$ cat src/rtl/cpu_pkg.sv
// Shared definitions for the byte-serial GCD processor.
// Holds the controller, UART receive and UART transmit state encodings
// together with the 8N1 frame constants used by cpu and uart_rx.
package cpu_pkg;

  localparam int DATA_BITS  = 8;
  localparam int FRAME_BITS = 10;

  typedef enum logic [1:0] {
    WAIT_A,
    WAIT_B,
    COMPUTE,
    SEND
  } ctrl_state_e;

  typedef enum logic [2:0] {
    RX_IDLE,
    RX_START,
    RX_DATA,
    RX_STOP,
    RX_WAIT_HIGH
  } rx_state_e;

  typedef enum logic [1:0] {
    TX_IDLE,
    TX_START,
    TX_DATA,
    TX_STOP
  } tx_state_e;

endpackage

$ cat src/rtl/uart_rx.sv
// 8N1 UART receiver, LSB first.
// Ports:
//   clk      - system clock, all state on its rising edge
//   rst_n    - asynchronous active-low reset
//   rx_i     - raw serial input (synchronised here)
//   data_o   - last received byte
//   valid_o  - one-clock pulse when data_o holds a new byte
// Build option: CPU_FRAME_CHECK_EN drops bytes whose stop bit reads 0 and
// waits for the line to go high again before looking for a new start bit.
module uart_rx
  import cpu_pkg::*;
#(
  parameter int CLKS_PER_BIT = 5208
) (
  input  logic       clk,
  input  logic       rst_n,
  input  logic       rx_i,
  output logic [7:0] data_o,
  output logic       valid_o
);

  localparam int CW = $clog2(CLKS_PER_BIT + 1);
  localparam logic [CW-1:0] HALF_CNT = CW'(CLKS_PER_BIT / 2);
  localparam logic [CW-1:0] LAST_CNT = CW'(CLKS_PER_BIT - 1);

  logic            sync1_q, sync2_q;
  rx_state_e       state_q, state_d;
  logic [CW-1:0]   cnt_q, cnt_d;
  logic [2:0]      bit_q, bit_d;
  logic [7:0]      shift_q, shift_d;
  logic [7:0]      data_q, data_d;
  logic            valid_q, valid_d;

  // Synchroniser resets to the idle-high level; a line held low through
  // reset release is then seen as a start bit two clocks later.
  always_ff @(posedge clk or negedge rst_n) begin
    if (!rst_n) begin
      sync1_q <= 1'b1;
      sync2_q <= 1'b1;
      state_q <= RX_IDLE;
      cnt_q   <= '0;
      bit_q   <= '0;
      shift_q <= '0;
      data_q  <= '0;
      valid_q <= 1'b0;
    end else begin
      sync1_q <= rx_i;
      sync2_q <= sync1_q;
      state_q <= state_d;
      cnt_q   <= cnt_d;
      bit_q   <= bit_d;
      shift_q <= shift_d;
      data_q  <= data_d;
      valid_q <= valid_d;
    end
  end

  // Start is level-detected; after the half-bit recheck the counter is
  // restarted so every later wrap lands in the middle of a bit.
  always_comb begin
    state_d = state_q;
    cnt_d   = cnt_q;
    bit_d   = bit_q;
    shift_d = shift_q;
    data_d  = data_q;
    valid_d = 1'b0;
    case (state_q)
      RX_IDLE: begin
        cnt_d = '0;
        bit_d = '0;
        if (!sync2_q) state_d = RX_START;
      end
      RX_START: begin
        if (cnt_q == HALF_CNT) begin
          cnt_d   = '0;
          state_d = sync2_q ? RX_IDLE : RX_DATA;
        end else begin
          cnt_d = cnt_q + CW'(1);
        end
      end
      RX_DATA: begin
        if (cnt_q == LAST_CNT) begin
          cnt_d   = '0;
          shift_d = {sync2_q, shift_q[7:1]};
          bit_d   = bit_q + 3'd1;
          if (bit_q == 3'(DATA_BITS - 1)) state_d = RX_STOP;
        end else begin
          cnt_d = cnt_q + CW'(1);
        end
      end
      RX_STOP: begin
        if (cnt_q == LAST_CNT) begin
          cnt_d = '0;
`ifdef CPU_FRAME_CHECK_EN
          if (sync2_q) begin
            data_d  = shift_q;
            valid_d = 1'b1;
            state_d = RX_IDLE;
          end else begin
            state_d = RX_WAIT_HIGH;
          end
`else
          data_d  = shift_q;
          valid_d = 1'b1;
          state_d = RX_IDLE;
`endif
        end else begin
          cnt_d = cnt_q + CW'(1);
        end
      end
      RX_WAIT_HIGH: begin
        cnt_d = '0;
        if (sync2_q) state_d = RX_IDLE;
      end
      default: state_d = RX_IDLE;
    endcase
  end

  assign data_o  = data_q;
  assign valid_o = valid_q;

endmodule

$ cat src/rtl/cpu.sv
// Board top of the byte-serial GCD processor.
// Receives operand A then operand B over the UART, reduces them by repeated
// subtraction, shows the result on the LEDs and sends it back over the UART.
// Ports:
//   sysclk   - system clock, all state on its rising edge
//   reset    - asynchronous active-low reset
//   led      - last GCD result
//   UART_TX  - 8N1 serial output, idle high
//   UART_RX  - 8N1 serial input
// Build option: CPU_FRAME_CHECK_EN (passed to uart_rx) rejects frames with a
// low stop bit.
module cpu
  import cpu_pkg::*;
#(
  parameter int CLK_FREQ = 50_000_000,
  parameter int BAUD     = 9600
) (
  input  logic       sysclk,
  input  logic       reset,
  output logic [7:0] led,
  output logic       UART_TX,
  input  logic       UART_RX
);

  localparam int CLKS_PER_BIT = CLK_FREQ / BAUD;
  localparam int CW = $clog2(CLKS_PER_BIT + 1);
  localparam logic [CW-1:0] LAST_CNT = CW'(CLKS_PER_BIT - 1);

  logic [7:0]    rx_data;
  logic          rx_valid;

  ctrl_state_e   state_q, state_d;
  logic [7:0]    a_q, a_d;
  logic [7:0]    b_q, b_d;
  logic [7:0]    led_q, led_d;
  tx_state_e     tx_state_q, tx_state_d;
  logic [CW-1:0] tx_cnt_q, tx_cnt_d;
  logic [2:0]    tx_bit_q, tx_bit_d;
  logic [7:0]    tx_shift_q, tx_shift_d;
  logic          tx_line_q, tx_line_d;

  uart_rx #(
    .CLKS_PER_BIT(CLKS_PER_BIT)
  ) u_rx (
    .clk    (sysclk),
    .rst_n  (reset),
    .rx_i   (UART_RX),
    .data_o (rx_data),
    .valid_o(rx_valid)
  );

  always_ff @(posedge sysclk or negedge reset) begin
    if (!reset) begin
      state_q    <= WAIT_A;
      a_q        <= '0;
      b_q        <= '0;
      led_q      <= '0;
      tx_state_q <= TX_IDLE;
      tx_cnt_q   <= '0;
      tx_bit_q   <= '0;
      tx_shift_q <= '0;
      tx_line_q  <= 1'b1;
    end else begin
      state_q    <= state_d;
      a_q        <= a_d;
      b_q        <= b_d;
      led_q      <= led_d;
      tx_state_q <= tx_state_d;
      tx_cnt_q   <= tx_cnt_d;
      tx_bit_q   <= tx_bit_d;
      tx_shift_q <= tx_shift_d;
      tx_line_q  <= tx_line_d;
    end
  end

  // Controller and GCD datapath. Received bytes are only taken in the two
  // WAIT states, so anything arriving during COMPUTE or SEND is dropped.
  // A|B covers all three terminal cases: equal operands or one of them zero.
  always_comb begin
    state_d = state_q;
    a_d     = a_q;
    b_d     = b_q;
    led_d   = led_q;
    case (state_q)
      WAIT_A: begin
        if (rx_valid) begin
          a_d     = rx_data;
          state_d = WAIT_B;
        end
      end
      WAIT_B: begin
        if (rx_valid) begin
          b_d     = rx_data;
          state_d = COMPUTE;
        end
      end
      COMPUTE: begin
        if ((a_q == b_q) || (a_q == 8'd0) || (b_q == 8'd0)) begin
          led_d   = a_q | b_q;
          state_d = SEND;
        end else if (a_q > b_q) begin
          a_d = a_q - b_q;
        end else begin
          b_d = b_q - a_q;
        end
      end
      SEND: begin
        if ((tx_state_q == TX_STOP) && (tx_cnt_q == LAST_CNT)) state_d = WAIT_A;
      end
      default: state_d = WAIT_A;
    endcase
  end

  // Transmitter. It launches on the first clock spent in SEND, so the start
  // bit follows the LED update by one clock. The line is registered and the
  // value for the next bit is chosen together with the state change.
  always_comb begin
    tx_state_d = tx_state_q;
    tx_cnt_d   = tx_cnt_q;
    tx_bit_d   = tx_bit_q;
    tx_shift_d = tx_shift_q;
    tx_line_d  = tx_line_q;
    case (tx_state_q)
      TX_IDLE: begin
        tx_cnt_d  = '0;
        tx_bit_d  = '0;
        tx_line_d = 1'b1;
        if (state_q == SEND) begin
          tx_shift_d = led_q;
          tx_line_d  = 1'b0;
          tx_state_d = TX_START;
        end
      end
      TX_START: begin
        if (tx_cnt_q == LAST_CNT) begin
          tx_cnt_d   = '0;
          tx_line_d  = tx_shift_q[0];
          tx_state_d = TX_DATA;
        end else begin
          tx_cnt_d = tx_cnt_q + CW'(1);
        end
      end
      TX_DATA: begin
        if (tx_cnt_q == LAST_CNT) begin
          tx_cnt_d = '0;
          tx_bit_d = tx_bit_q + 3'd1;
          if (tx_bit_q == 3'(DATA_BITS - 1)) begin
            tx_line_d  = 1'b1;
            tx_state_d = TX_STOP;
          end else begin
            tx_shift_d = {1'b0, tx_shift_q[7:1]};
            tx_line_d  = tx_shift_q[1];
          end
        end else begin
          tx_cnt_d = tx_cnt_q + CW'(1);
        end
      end
      TX_STOP: begin
        if (tx_cnt_q == LAST_CNT) begin
          tx_cnt_d   = '0;
          tx_state_d = TX_IDLE;
        end else begin
          tx_cnt_d = tx_cnt_q + CW'(1);
        end
      end
      default: tx_state_d = TX_IDLE;
    endcase
  end

  assign led     = led_q;
  assign UART_TX = tx_line_q;

endmodule

$ cat config.mk
export PLATFORM = sky130hd
export DESIGN_NAME = cpu
export DESIGN_NICKNAME = d
export VERILOG_FILES = /design/src/rtl/cpu_pkg.sv /design/src/rtl/uart_rx.sv /design/src/rtl/cpu.sv
export SDC_FILE = /design/constraint.sdc
export NUM_CORES = 1
export LEC_CHECK = 0
export ABC_CLOCK_PERIOD_IN_PS = 2700
export CAP_MARGIN = 0
export CELL_PAD_IN_SITES_DETAIL_PLACEMENT = 1
export CELL_PAD_IN_SITES_GLOBAL_PLACEMENT = 1
export CORE_MARGIN = 3
export CORE_UTILIZATION = 50
export CTS_CLUSTER_DIAMETER = 60
export DETAILED_ROUTE_END_ITERATION = 6
export GPL_ROUTABILITY_DRIVEN = 0
export PLACE_DENSITY = 0.91
export RECOVER_POWER = 50
export SKIP_LAST_GASP = 1
export SYNTH_ARGS = -nofsm -noshare
export SYNTH_HDL_FRONTEND = slang
export SYNTH_SLANG_ARGS = --single-unit
$ cat constraint.sdc
create_clock -name sysclk -period 2.7 [get_ports sysclk]
set_clock_uncertainty 0.15 [all_clocks]
set_input_delay 0.405 -clock sysclk [delete_from_list [all_inputs] [get_ports sysclk]]
set_output_delay 0.405 -clock sysclk [all_outputs]
set_load 0.005 [all_outputs]
==> reports/results.ini, run 1 <==
[worst_setup_path]
cp_max_fo = 9
crit_chain = inv_1, ha_2, nor2b_1, o311ai_4, nand3_2, o31ai_4, o211ai_4, a221o_1
max_stage_delay_ps = 470
critPathKind = reg2reg
cp-end-kind = flip-flop
slowest_stage = ha_2
r2r_slack_ps = 60
cp.depth = 8
cpLargestDelayFamily = compound AO/OA/AOI/OAI gates
required_ps = 2800
cp-start-kind = flip-flop
crit_buf_inv = 1
worstPathArrival_ps = 2730
rr_worst_depth = 8

[routing]
dr.pass1.iters = 4
finalWirelength_um = 11790
vias_per_cell = 5.716
vias = 3647
drt_iter0_markers = 185
drc = 0
wl_per_cell_um = 18.48
ant_nets = 0

[die]
initial_core_util = 0.5175
pin_count = 12
core_um2 = 9864
die_w_um = 107.0
dieArea_um2 = 11460
die_y_um = 107.0
rows = 36

[placed_design]
numPortBuffers = 11
dp_cells = 619
place_ws_ps = 63.78
place_hpwl_um = 8537

[timing]
period_share = 0.9765
tightest_slew_ps = 923.3
period_needed_ps = 2636
clock.fmax_ghz = 0.3793
slew_headroom = 0.3845
slew_viol_final = 0
final_hold_viol_count = 0
fin_ws_ps = 63.52
setup_viol = 0

[clock_network]
clockRootBuffer = clkbuf_8
clockBufferDepth = 2
clk_pin_slew_ps = 90
insertion_delay_ps = 360
cts_tree = yes
cts_max_level = 3
numClockSinks = 90
cts_buffers = 9

[synth]
async_reset_ff_frac = 1.000
synthesis.nets = 525
synthTopCellsByArea = dfrtp_1, ha_1, mux2_2
synth_cell_types = 56
yosys_warnings = 0
yosysSeqAreaShare = 0.4419
syn_area_um2 = 5105
yosys_most_used_dff = dfrtp_1
yosysTopAreaCell = dfrtp_1
avgSynthCellArea_um2 = 10.59
synth_top_area_frac = 0.4265
synth_edf_count = 0
ys_ff_latch = 90
syn_inst = 482

[grt]
grt_pass1_wl_um = 19750
grt_max_degree = 54
track_usage = 0.2180
antenna_found_initial = 0
first_global_vias = 4039
grt.overflow.total = 0

[pwr]
p_leak_uw = 0.002439
fin_total_pwr_uw = 2273
p_per_area_nw_per_um2 = 406.0
vdd_ir_drop_max_v = 0.0003254

[final_layout]
antenna_cells = 0
area_delta_synth_final_pct = 9.681
stdcell_count = 638
drive_gt1_frac = 0.1723
final_common_cell = dfrtp_1
layout_common_cells = dfrtp_1, nor2_1, mux2_2, nand2_1, ha_1
final_nets = 543

[run_status]
status = complete, no violations

[min_path]
min-delay-path-class = reg2reg
worstHoldPathCells = 0

[flow_run]
cap_violations = 0

## path summary, 6_finish.rpt
check	startpoint	end
min in group asynchronous	reset	tx_cnt_q[8]
max in group asynchronous	reset	u_rx.shift_q[5]
min	u_rx.sync1_q	u_rx.sync2_q
max reg2reg	a_q[3]	b_q[7]
max	a_q[3]	b_q[7]
min reg2reg	u_rx.sync1_q	u_rx.sync2_q
## cells by family after synthesis
group                      Yosys count  synth area share
xor gates and xnor gates            35           0.06005
buffers and inverters               43           0.03554
and+or+nand+nor                    156            0.1647
muxes                               44           0.09534
DFF                                 90            0.4419
adders and majority gates           40            0.1010
AOI/OAI and AO/OA                   74            0.1015
## power breakdown
group | total (µW) | switching [µW] | internal, µW
combinational | 29.6 | 25.8 | 3.77
clock | 893 | 466 | 427
sequential | 1350 | 0.883 | 1350
## layout make-up
| class | count | area, µm² |
|---|---|---|
| timing repair buffer | 21 | 182.7 |
| inverter | 29 | 108.9 |
| multi-input combinational | 349 | 2698 |
| sequential | 90 | 2256 |
| fill | 1057 | 4265 |
| clock inverter | 5 | 56.30 |
| tap | 133 | 166.4 |
| clock buffer | 11 | 131.4 |
## through the flow
stage | instance area, µm² | TNS, ps | hold slack, ps | utilization
floorplan | 5105 | 0 | -40.59 | -
detailed placement | 5371 | 0 | 197.8 | 0.5445
finish | 5599 | 0 | 209.5 | 0.5676
CTS | 5569 | 0 | 211.0 | 0.5646
global route | 5599 | -34.56 | 218.9 | 0.5676
global placement | 5371 | 0 | 196.8 | 0.5445
## state kept, by name (all words and copies together), names as in the netlist, 8 cells and up
register and count:
a_q 8, led 8, u_rx.data_o 8, tx_shift_q 8, tx_cnt_q 13, u_rx.cnt_q 13
u_rx.shift_q 8, b_q 8
## Yosys cell counts, types with 2 or more instances
library cell,instances
nand4_1,4
nor3_4,2
nor4_1,5
xnor2_1,19
buf_2,4
mux2i_1,7
clkbuf_1,8
fa_1,2
nand3_1,14
o21bai_1,2
nor3b_1,4
dfstp_2,3
nor4bb_1,3
inv_1,29
nand2b_1,4
nor2b_1,6
and4bb_2,3
a21oi_1,18
nor3_1,4
a2111oi_0,2
o21ai_1,3
nor2_1,52
nand3b_1,2
o21ai_0,25
nand2_1,36
a221o_1,2
xor2_1,16
buf_6,2
dfrtp_1,87
nand3_2,3
and3_1,5
mux2_2,37
ha_1,38
a22o_1,9
## repair_timing
action / CTS / global route
gates resized for setup: 0 / 7
hold buffers: 1 / 0
setup endpoints to repair: 0 / 16
setup buffers: 0 / 2
hold endpoints to repair: 36 / 0
## layer usage
| layer | part of all wire | up-vias | track usage |
|---|---|---|---|
| met4 | 0.023 | 0 | 0.06941 |
| met1 | 0.43 | 1868 | 0.2664 |
| met5 | 0 | - | 0 |
| met2 | 0.52 | 52 | 0.3843 |
| li1 | - | 1704 | - |
| met3 | 0.027 | 23 | 0.04515 |
Note: power is estimated with default switching activity, not from simulation.
==> run 2, diff against run 1 <==
Settings changed: CORE_UTILIZATION 50 to 52, CTS_BUF_LIST from default to sky130_fd_sc_hd__clkbuf_8, PLACE_DENSITY 0.91 to 0.94.
==> run 2 against run 1 <==
Effect of this change: the run now ends with capacitance limit, slew limit, setup timing left; final cell count shrank 0.47%; die area fell by 3.6%; sequential power hardly changed; flip-flop and latch count is the same; final area increased by 1.2%; via count up 6.6%; highest routed layer unchanged.
==> reports/results.ini, run 2 (same netlist as run 1, synthesis figures left out) <==
[clock_network]
clk_pin_slew_ps = 90
cts_tree = yes
numClockSinks = 90
cts_buffers = 9
cts_max_level = 3
clockRootBuffer = clkbuf_8
ctsHoldBuffers = 0
clockBufferDepth = 2
insertion_delay_ps = 380

[die]
die_y_um = 105.1
pin_count = 12
die_w_um = 105.1
dieArea_um2 = 11040
rows = 35
core_um2 = 9371
initial_core_util = 0.5447

[worst_setup_path]
cp-start-kind = flip-flop
max_stage_delay_ps = 460
cp_max_fo = 5
r2r-end = b_q[7]
cpLargestDelayFamily = compound AO/OA/AOI/OAI gates
crit_chain = inv_1, ha_1, o21bai_1, a21oi_1, o21ai_0, a21oi_1, xnor2_1, a221o_1
rr_worst_depth = 8
worstPathArrival_ps = 2860
slowest_stage = dfrtp_2
required_ps = 2810
cp-end-kind = flip-flop
r2r_slack_ps = -40
crit_buf_inv = 1
cp_common_cell = a21oi_1
critPathKind = reg2reg
r2r_start = a_q[1]

[timing]
slew_headroom = -0.2436
fin_ws_ps = -41.14
tightest_slew_ps = 1865
final_hold_viol_count = 0
slew_viol_final = 74
clock.fmax_ghz = 0.3648
period_share = 1.015
period_needed_ps = 2741
setup_viol = 2

[run_status]
failed_checks = capacitance limit, slew limit, setup timing
status = finished, violations left

[pwr]
power_frac_seq = 0.547
fin_total_pwr_uw = 2470
p_leak_uw = 0.002458
comb_power_share = 0.012
p_int_uw = 1928
vdd_ir_drop_max_v = 0.0002211
p_clk_frac = 0.441
p_sw_uw = 542.4
p_per_area_nw_per_um2 = 435.8
p_sw_frac = 0.2196

[flow_run]
cap_violations = 1

[final_layout]
final_nets = 544
antenna_cells = 0
area_delta_synth_final_pct = 11.03
stdcell_count = 635
fin_area_um2 = 5668
fill_cells = 1035
layout_common_cells = dfrtp_1, nor2_1, mux2_2, nand2_1, ha_1
drive_gt1_frac = 0.1917
largestRegisters = tx_cnt_q (13), u_rx.cnt_q (13)
final_common_cell = dfrtp_1

[grt]
grt_pass1_wl_um = 23320
track_usage = 0.2686
first_global_vias = 4254
grt_max_degree = 74
antenna_found_initial = 0
grt.overflow.total = 0

[min_path]
min-delay-path-class = reg2reg
hold-path-endpoint = u_rx.sync2_q
worstHoldPathCells = 0
hp-start = u_rx.sync1_q

[routing]
vias = 3887
drc = 0
drt_iter0_markers = 235
ant_nets = 0
vias_per_cell = 6.121
finalWirelength_um = 14610
dr.pass1.iters = 5
wl_per_cell_um = 23.01

[placed_design]
numPortBuffers = 11
dpl_cell_area_um2 = 5354
dp_cells = 615
place_hpwl_um = 9258

==> run 2: cell count changes in the layout (fill, tap and decap cells not counted), moves of 2 or more <==
cell      delta
clkinv_2     -2
dfrtp_2      +3
clkbuf_8     +2
dfrtp_1      -3
==> run 2: power by group through the flow <==
| stage | registers [µW] | clock network, µW | logic (µW) |
|---|---|---|---|
| 6_report | 1350 | 1090 | 30.1 |
| 2_1_floorplan | 1380 | 0 | 1.04 |
| 4_1_cts | 1350 | 1100 | 34.1 |
| 3_5_place_dp | 1380 | 0 | 33.7 |
| 3_3_place_gp | 1380 | 0 | 32.8 |
| 5_1_grt | 1350 | 1170 | 35.9 |
==> run 2: final cells by class <==
type	count	area, µm²	share of cell area
timing repair buffer	22	180.2	0.03179
tap	129	161.4	0.02848
clock inverter	5	83.83	0.01479
clock buffer	11	151.4	0.02671
inverter	29	108.9	0.01921
multi-input combinational	349	2723	0.4804
sequential	90	2260	0.3987
==> run 2: through the flow <==
stage | setup slack [ps] | setup TNS (ps) | util | hold WS [ps]
2_1_floorplan | 347.2 | 0 | - | -40.59
3_3_place_gp | 169.4 | 0 | 0.5713 | 196.1
3_5_place_dp | -4.379 | -4.379 | 0.5713 | 199.0
4_1_cts | 15.74 | 0 | 0.5973 | 53.79
5_1_grt | -112.2 | -145.1 | 0.6048 | 215.2
6_report | -41.14 | -81.00 | 0.6048 | 212.8
==> run 2: what timing repair did <==
action                     in CTS  in global routing
gates resized for setup         4                 13
cloned                          0                  0
buffers inserted                0                  4
pin swaps                       0                  5
setup endpoints to repair      11                 17
==> run 2: metal layers <==
metal	wire, µm	vias up	GRT usage	share of wire
met5	0	-	0	0
met4	550	0	0.1200	0.038
met3	765	51	0.05250	0.052
met2	7599	163	0.4863	0.52
met1	5698	1962	0.3048	0.39
li1	-	1711	-	-
==> run 2: how the worst max path moves through the flow <==
stage,endpoint,slack [ps],cells after the start,from
3_3_place_gp,b_q[7],170,8,a_q[3]
6_report,b_q[7],-40,8,a_q[1]
5_1_grt,b_q[7],-110,8,a_q[1]
4_1_cts,b_q[7],20,9,a_q[0]
3_5_place_dp,b_q[7],-4,8,b_q[2]
2_1_floorplan,b_q[0],350,9,a_q[0]
==> run 2: worst register-to-register path: stages, from the launching register on <==
cell and delay, ps:
dfrtp_2 460, inv_1 150, ha_1 390, o21bai_1 370
a21oi_1 200, o21ai_0 280, a21oi_1 150, xnor2_1 180
a221o_1 300
==> RTL edit 1 (settings of run 1) <==
Change the parameter `CLK_FREQ` from 50_000_000 to 25_000_000.
--- a/src/rtl/cpu.sv
+++ b/src/rtl/cpu.sv
@@ -12,7 +12,7 @@
 module cpu
   import cpu_pkg::*;
 #(
-  parameter int CLK_FREQ = 50_000_000,
+  parameter int CLK_FREQ = 25_000_000,
   parameter int BAUD     = 9600
 ) (
   input  logic       sysclk,
Check against the original RTL: same outputs for any inputs over 10 cycles, from zero or initial values and one cycle with reset low; that may be too few to reach the edited logic, so the function may still have changed.
==> RTL edit 1 against run 1 <==
- the flow now finishes with violations (setup timing)
- final cell count up 3.9%
- first-iteration DRC count up 66%
- synthesized cell count down 0.21%
- wire length up 41%
- via count up 14%
- sequential cell count down 2
- design area up 4.0%
- largest power group unchanged
- die area down 2.1%
- synthesized area down 2.3%
- power up 4.1%
- setup slack worse by 130 ps
==> RTL edit 1: results (changes against run 1) <==
Run status
The run finished, with violations left. The checks that failed: setup timing.

GRT
The global-route usage over all layers is 0.276 (+0.0578). The global-route wire length before repair is 23900 um (+21%). The maximum number of pins on one net before global-route repair is 44 (-19%).

The number of global-route vias before repair is 4403 (+9.0%).

Pwr
The worst IR drop on VDD is 336 uV (+3.3%).

Logic synthesis
The distinct cell type count of the synthesized netlist is 57 (+1.8%). The complex-gate fraction of the synthesized area was 0.101 (-0.000919). The sequential fraction of the synthesis area came to 0.442 (about the same). The area share of the largest cell type after synthesis is 0.426 (about the same). The multiplexer share of the synthesized area was 0.0983 (+0.00295). The net count after synthesis came to 524 (-0.19%). Ranked by instance count, the synthesized netlist is headed by sky130_fd_sc_hd__dfrtp_1, sky130_fd_sc_hd__nor2_1, sky130_fd_sc_hd__ha_1, sky130_fd_sc_hd__nand2_1, sky130_fd_sc_hd__inv_1.

Drt
The average wire length per cell after detail routing is 25.1 um (+36%). The total vias in the final route came to 4162 (+14%). The detailed router's first-iteration violation count is 307 (+66%).

Setup path
The launch instance of the worst register-to-register path is a_q[2]$_DFFE_PN0P_. The maximum fanout along the worst path is 8 (-1). The arrival time of data at the critical path endpoint is 2880 ps (+150 ps).

Placed design
The detailed placement HPWL came to 9590 um (+12%). The worst-case setup slack after placement is -42.5 ps (-106 ps). The post-place instance area is 0.00535 mm2 (-0.44%).

STA
The least setup slack across all paths after layout came to -67.2 ps (-131 ps). The minimum hold slack came to 217 ps (+7.42 ps). The final-report setup violation count is 5 (+5).

Finish
In the final layout, the registers with the most flip-flops are tx_cnt_q: 12 flops, u_rx.cnt_q: 12 flops. The fraction of layout cells with a size suffix above 1 came to 0.247 (+0.0749).

Clock network
The worst-skew pair later-pin latency is 390 ps (+30 ps). The CTS clock-pin slew for the worst setup and hold paths is 110 ps (+20 ps).

Die
The row count is 35 (-2.8%).
RTL edit 1: what timing repair did:
action,in CTS,in global routing
pin swaps,3,5
resized for setup,8,28
setup buffers,6,11
hold endpoints to repair,39,0
endpoints found under the setup margin,14,44
hold buffers,1,0
RTL edit 1: stage by stage:
stage,utilization,TNS (ps),std cells
floorplan,-,0,481
global placement,0.565,0,629
detailed placement,0.565,-161,629
CTS,0.596,0,652
global route,0.616,-479,663
finish,0.616,-115,663
RTL edit 1: cells by family after synthesis:
| group | count (synthesis) |
|---|---|
| AOI/OAI and AO/OA | 78 |
| DFF | 88 |
| muxes | 42 |
| buffers and inverters | 48 |
| xor gates and xnor gates | 32 |
| and+or+nand+nor | 153 |
| adders and majority gates | 40 |
RTL edit 1: area by class of cell:
| type | count | area (um2) |
|---|---|---|
| Clock buffer | 10 | 128 |
| Multi-Input combinational cell | 345 | 2700 |
| Tap cell | 129 | 161 |
| Fill cell | 1033 | 3640 |
| Inverter | 33 | 124 |
| Clock inverter | 6 | 77.6 |
| Sequential cell | 88 | 2210 |
| Timing Repair Buffer | 52 | 422 |
RTL edit 1: per-layer routing:
metal	vias to the layer above	share of wire	GRT usage
met5	-	0	0
met1	2123	0.39	0.324
met4	0	0.047	0.166
met3	67	0.061	0.0644
met2	210	0.50	0.460
li1	1762	-	-
RTL edit 1: power breakdown:
part,total (uW),switching (uW),internal [uW]
Combinational,32.1,28.5,3.65
Clock,1010,568,445
Sequential,1320,0.921,1320
RTL edit 1: worst max-delay path, stage by stage (launching register included):
cell and delay, ps:
sky130_fd_sc_hd__dfrtp_1 420, sky130_fd_sc_hd__inv_1 120, sky130_fd_sc_hd__ha_2 330, sky130_fd_sc_hd__buf_4 190, sky130_fd_sc_hd__nor3_1 390, sky130_fd_sc_hd__o21a_1 220
sky130_fd_sc_hd__a2111oi_1 70, sky130_fd_sc_hd__xnor2_1 310, sky130_fd_sc_hd__a21oi_1 160, sky130_fd_sc_hd__mux2_4 270
RTL edit 1: worst max path at each step:
stage | startpoint | endpoint | depth (start not counted)
6_report | a_q[2]$_DFFE_PN0P_ | b_q[5]$_DFFE_PN0P_ | 9
5_1_grt | a_q[2]$_DFFE_PN0P_ | b_q[5]$_DFFE_PN0P_ | 9
4_1_cts | b_q[2]$_DFFE_PN0P_ | b_q[5]$_DFFE_PN0P_ | 9
3_5_place_dp | a_q[3]$_DFFE_PN0P_ | a_q[5]$_DFFE_PN0P_ | 9
3_3_place_gp | a_q[0]$_DFFE_PN0P_ | a_q[4]$_DFFE_PN0P_ | 9
2_1_floorplan | a_q[4]$_DFFE_PN0P_ | a_q[0]$_DFFE_PN0P_ | 8
==> RTL edit 2 (settings of run 1) <==
Without the edit above. Compare `tx_cnt_q` against `LAST_CNT` with >= in place of ==.
--- a/src/rtl/cpu.sv
+++ b/src/rtl/cpu.sv
@@ -105,7 +105,7 @@
         end
       end
       SEND: begin
-        if ((tx_state_q == TX_STOP) && (tx_cnt_q == LAST_CNT)) state_d = WAIT_A;
+        if ((tx_state_q == TX_STOP) && (tx_cnt_q >= LAST_CNT)) state_d = WAIT_A;
       end
       default: state_d = WAIT_A;
     endcase
Function: same outputs for any inputs over 10 cycles, from zero or initial values and one cycle with reset low; that may be too few to reach the edited logic, so the function may still have changed.
==> RTL edit 2 against run 1 <==
- synthesized area is 1.9% higher
- non-clock buffer count is 26 higher
- power up 3.9%
- wire length is 24% higher
- the run now ends with setup timing left
- critical path type unchanged
- design area is 6.6% higher
- setup slack got worse by 79 ps
- sequential cell count is the same
==> RTL edit 2: results (changes against run 1) <==
Setup path
The slowest stage of the critical path belongs to the cell sky130_fd_sc_hd__or4_4. Following the worst setup path forward leads to its endpoint at a_q[6]$_DFFE_PN0P_. The peak per-stage delay on the critical path was 560 ps (+90 ps). The arrival time of data at the critical path endpoint is 2850 ps (+120 ps). The launch instance of the worst register-to-register path is a_q[4]$_DFFE_PN0P_. The maximum fanout along the worst path is 4 (-5).

Logic synthesis
The net count after synthesis is 553 (+5.3%). The number of instances in the synthesized netlist was 510 (+5.8%). Ranked by instance count, the synthesized netlist is headed by sky130_fd_sc_hd__dfrtp_1, sky130_fd_sc_hd__nand2_1, sky130_fd_sc_hd__nor2_1, sky130_fd_sc_hd__ha_1, sky130_fd_sc_hd__inv_1. The adder-cell share of the synthesized area was 0.0991 (-0.00187).

The sequential fraction of the synthesis area is 0.434 (-0.00819). The distinct cell type count of the synthesized netlist is 65 (+16%). Yosys attributes the largest share of cell area to sky130_fd_sc_hd__dfrtp_1, sky130_fd_sc_hd__ha_1, sky130_fd_sc_hd__mux2_4.

The multiplexer share of the synthesized area is 0.0897 (-0.00561). The xor and xnor fraction of the mapped netlist area was 0.0539 (-0.00616). The complex-gate fraction of the synthesized area is 0.116 (+0.0147).

Finish
The fraction of layout cells with a size suffix above 1 is 0.221 (+0.0489). The number of inserted diodes is 0 (unchanged). The net total in the final layout is 594 (+9.4%). The count of non-filler cells in the finished layout is 689 (+8.0%). In the final layout, the registers with the most flip-flops are tx_cnt_q: 13 flops, u_rx.cnt_q: 13 flops.

Drt
The detailed router's first-iteration violation count came to 232 (+25%). The via density per instance was 5.81 (+1.7%). The average wire length per cell after detail routing is 21.3 um (+15%). The number of optimization iterations in the first detailed-route pass is 6 (+2).

Run status
The checks that failed: setup timing. The run finished, with violations left.

STA
The relative slew slack is 0.240 (-0.144). The final-report setup violation count is 5 (+5). The least setup slack across all paths after layout is -15.9 ps (-79.4 ps). The final setup TNS is -46.2 ps (-46.2 ps). The minimum hold slack was 211 ps (+1.59 ps).

GRT
The maximum number of pins on one net before global-route repair is 43 (-20%). The global-route usage over all layers is 0.234 (+0.0163). The met3 track utilization from global routing is 0.0442 (-0.000974).

The global-route met2 utilization is 0.413 (+0.0291). The met1 usage in global routing is 0.278 (+0.0118). The number of global-route vias before repair is 4275 (+5.8%).

The global-route wire length before repair came to 21300 um (+7.8%).

Placed design
The post-place instance area is 0.00559 mm2 (+4.0%). The detailed placement HPWL is 9320 um (+9.2%). The worst-case setup slack after placement is -165 ps (-228 ps). The cell count after placement is 665 (+7.4%).

Worst hold path
The number of cells traversed by the worst hold path was 0 (unchanged).

Pwr
The worst IR drop on VDD is 232 uV (-29%). The leakage power total is 0.00271 uW (+11%).

Clock network
The worst-skew pair later-pin latency is 380 ps (+20 ps).
## RTL edit 2: report_power, final
part / switching (uW) / leakage, uW / internal [uW]
Clock: 525 / 0.000103 / 455
Combinational: 28.1 / 0.00138 / 3.35
Sequential: 0.742 / 0.00123 / 1350
## RTL edit 2: per-layer routing
layer / share of wire / wire (um) / vias up
met1: 0.40 / 5830 / 2017
met3: 0.047 / 690 / 44
met5: 0 / 0 / -
met2: 0.52 / 7560 / 117
met4: 0.039 / 566 / 0
li1: - / - / 1828
## RTL edit 2: cell type report
cell class | count | area (um2)
Clock buffer | 10 | 138
Clock inverter | 6 | 65.1
Fill cell | 1100 | 3990
Inverter | 35 | 131
Multi-Input combinational cell | 368 | 2830
Sequential cell | 90 | 2260
Tap cell | 133 | 166
Timing Repair Buffer | 47 | 384
## RTL edit 2: repair_timing
item / 4_1_cts / 5_1_grt
resized for setup: 4 / 25
setup endpoints to repair: 16 / 16
hold buffers: 1 / 0
buffers inserted: 0 / 7
hold endpoints to repair: 38 / 0
pin swaps: 1 / 9
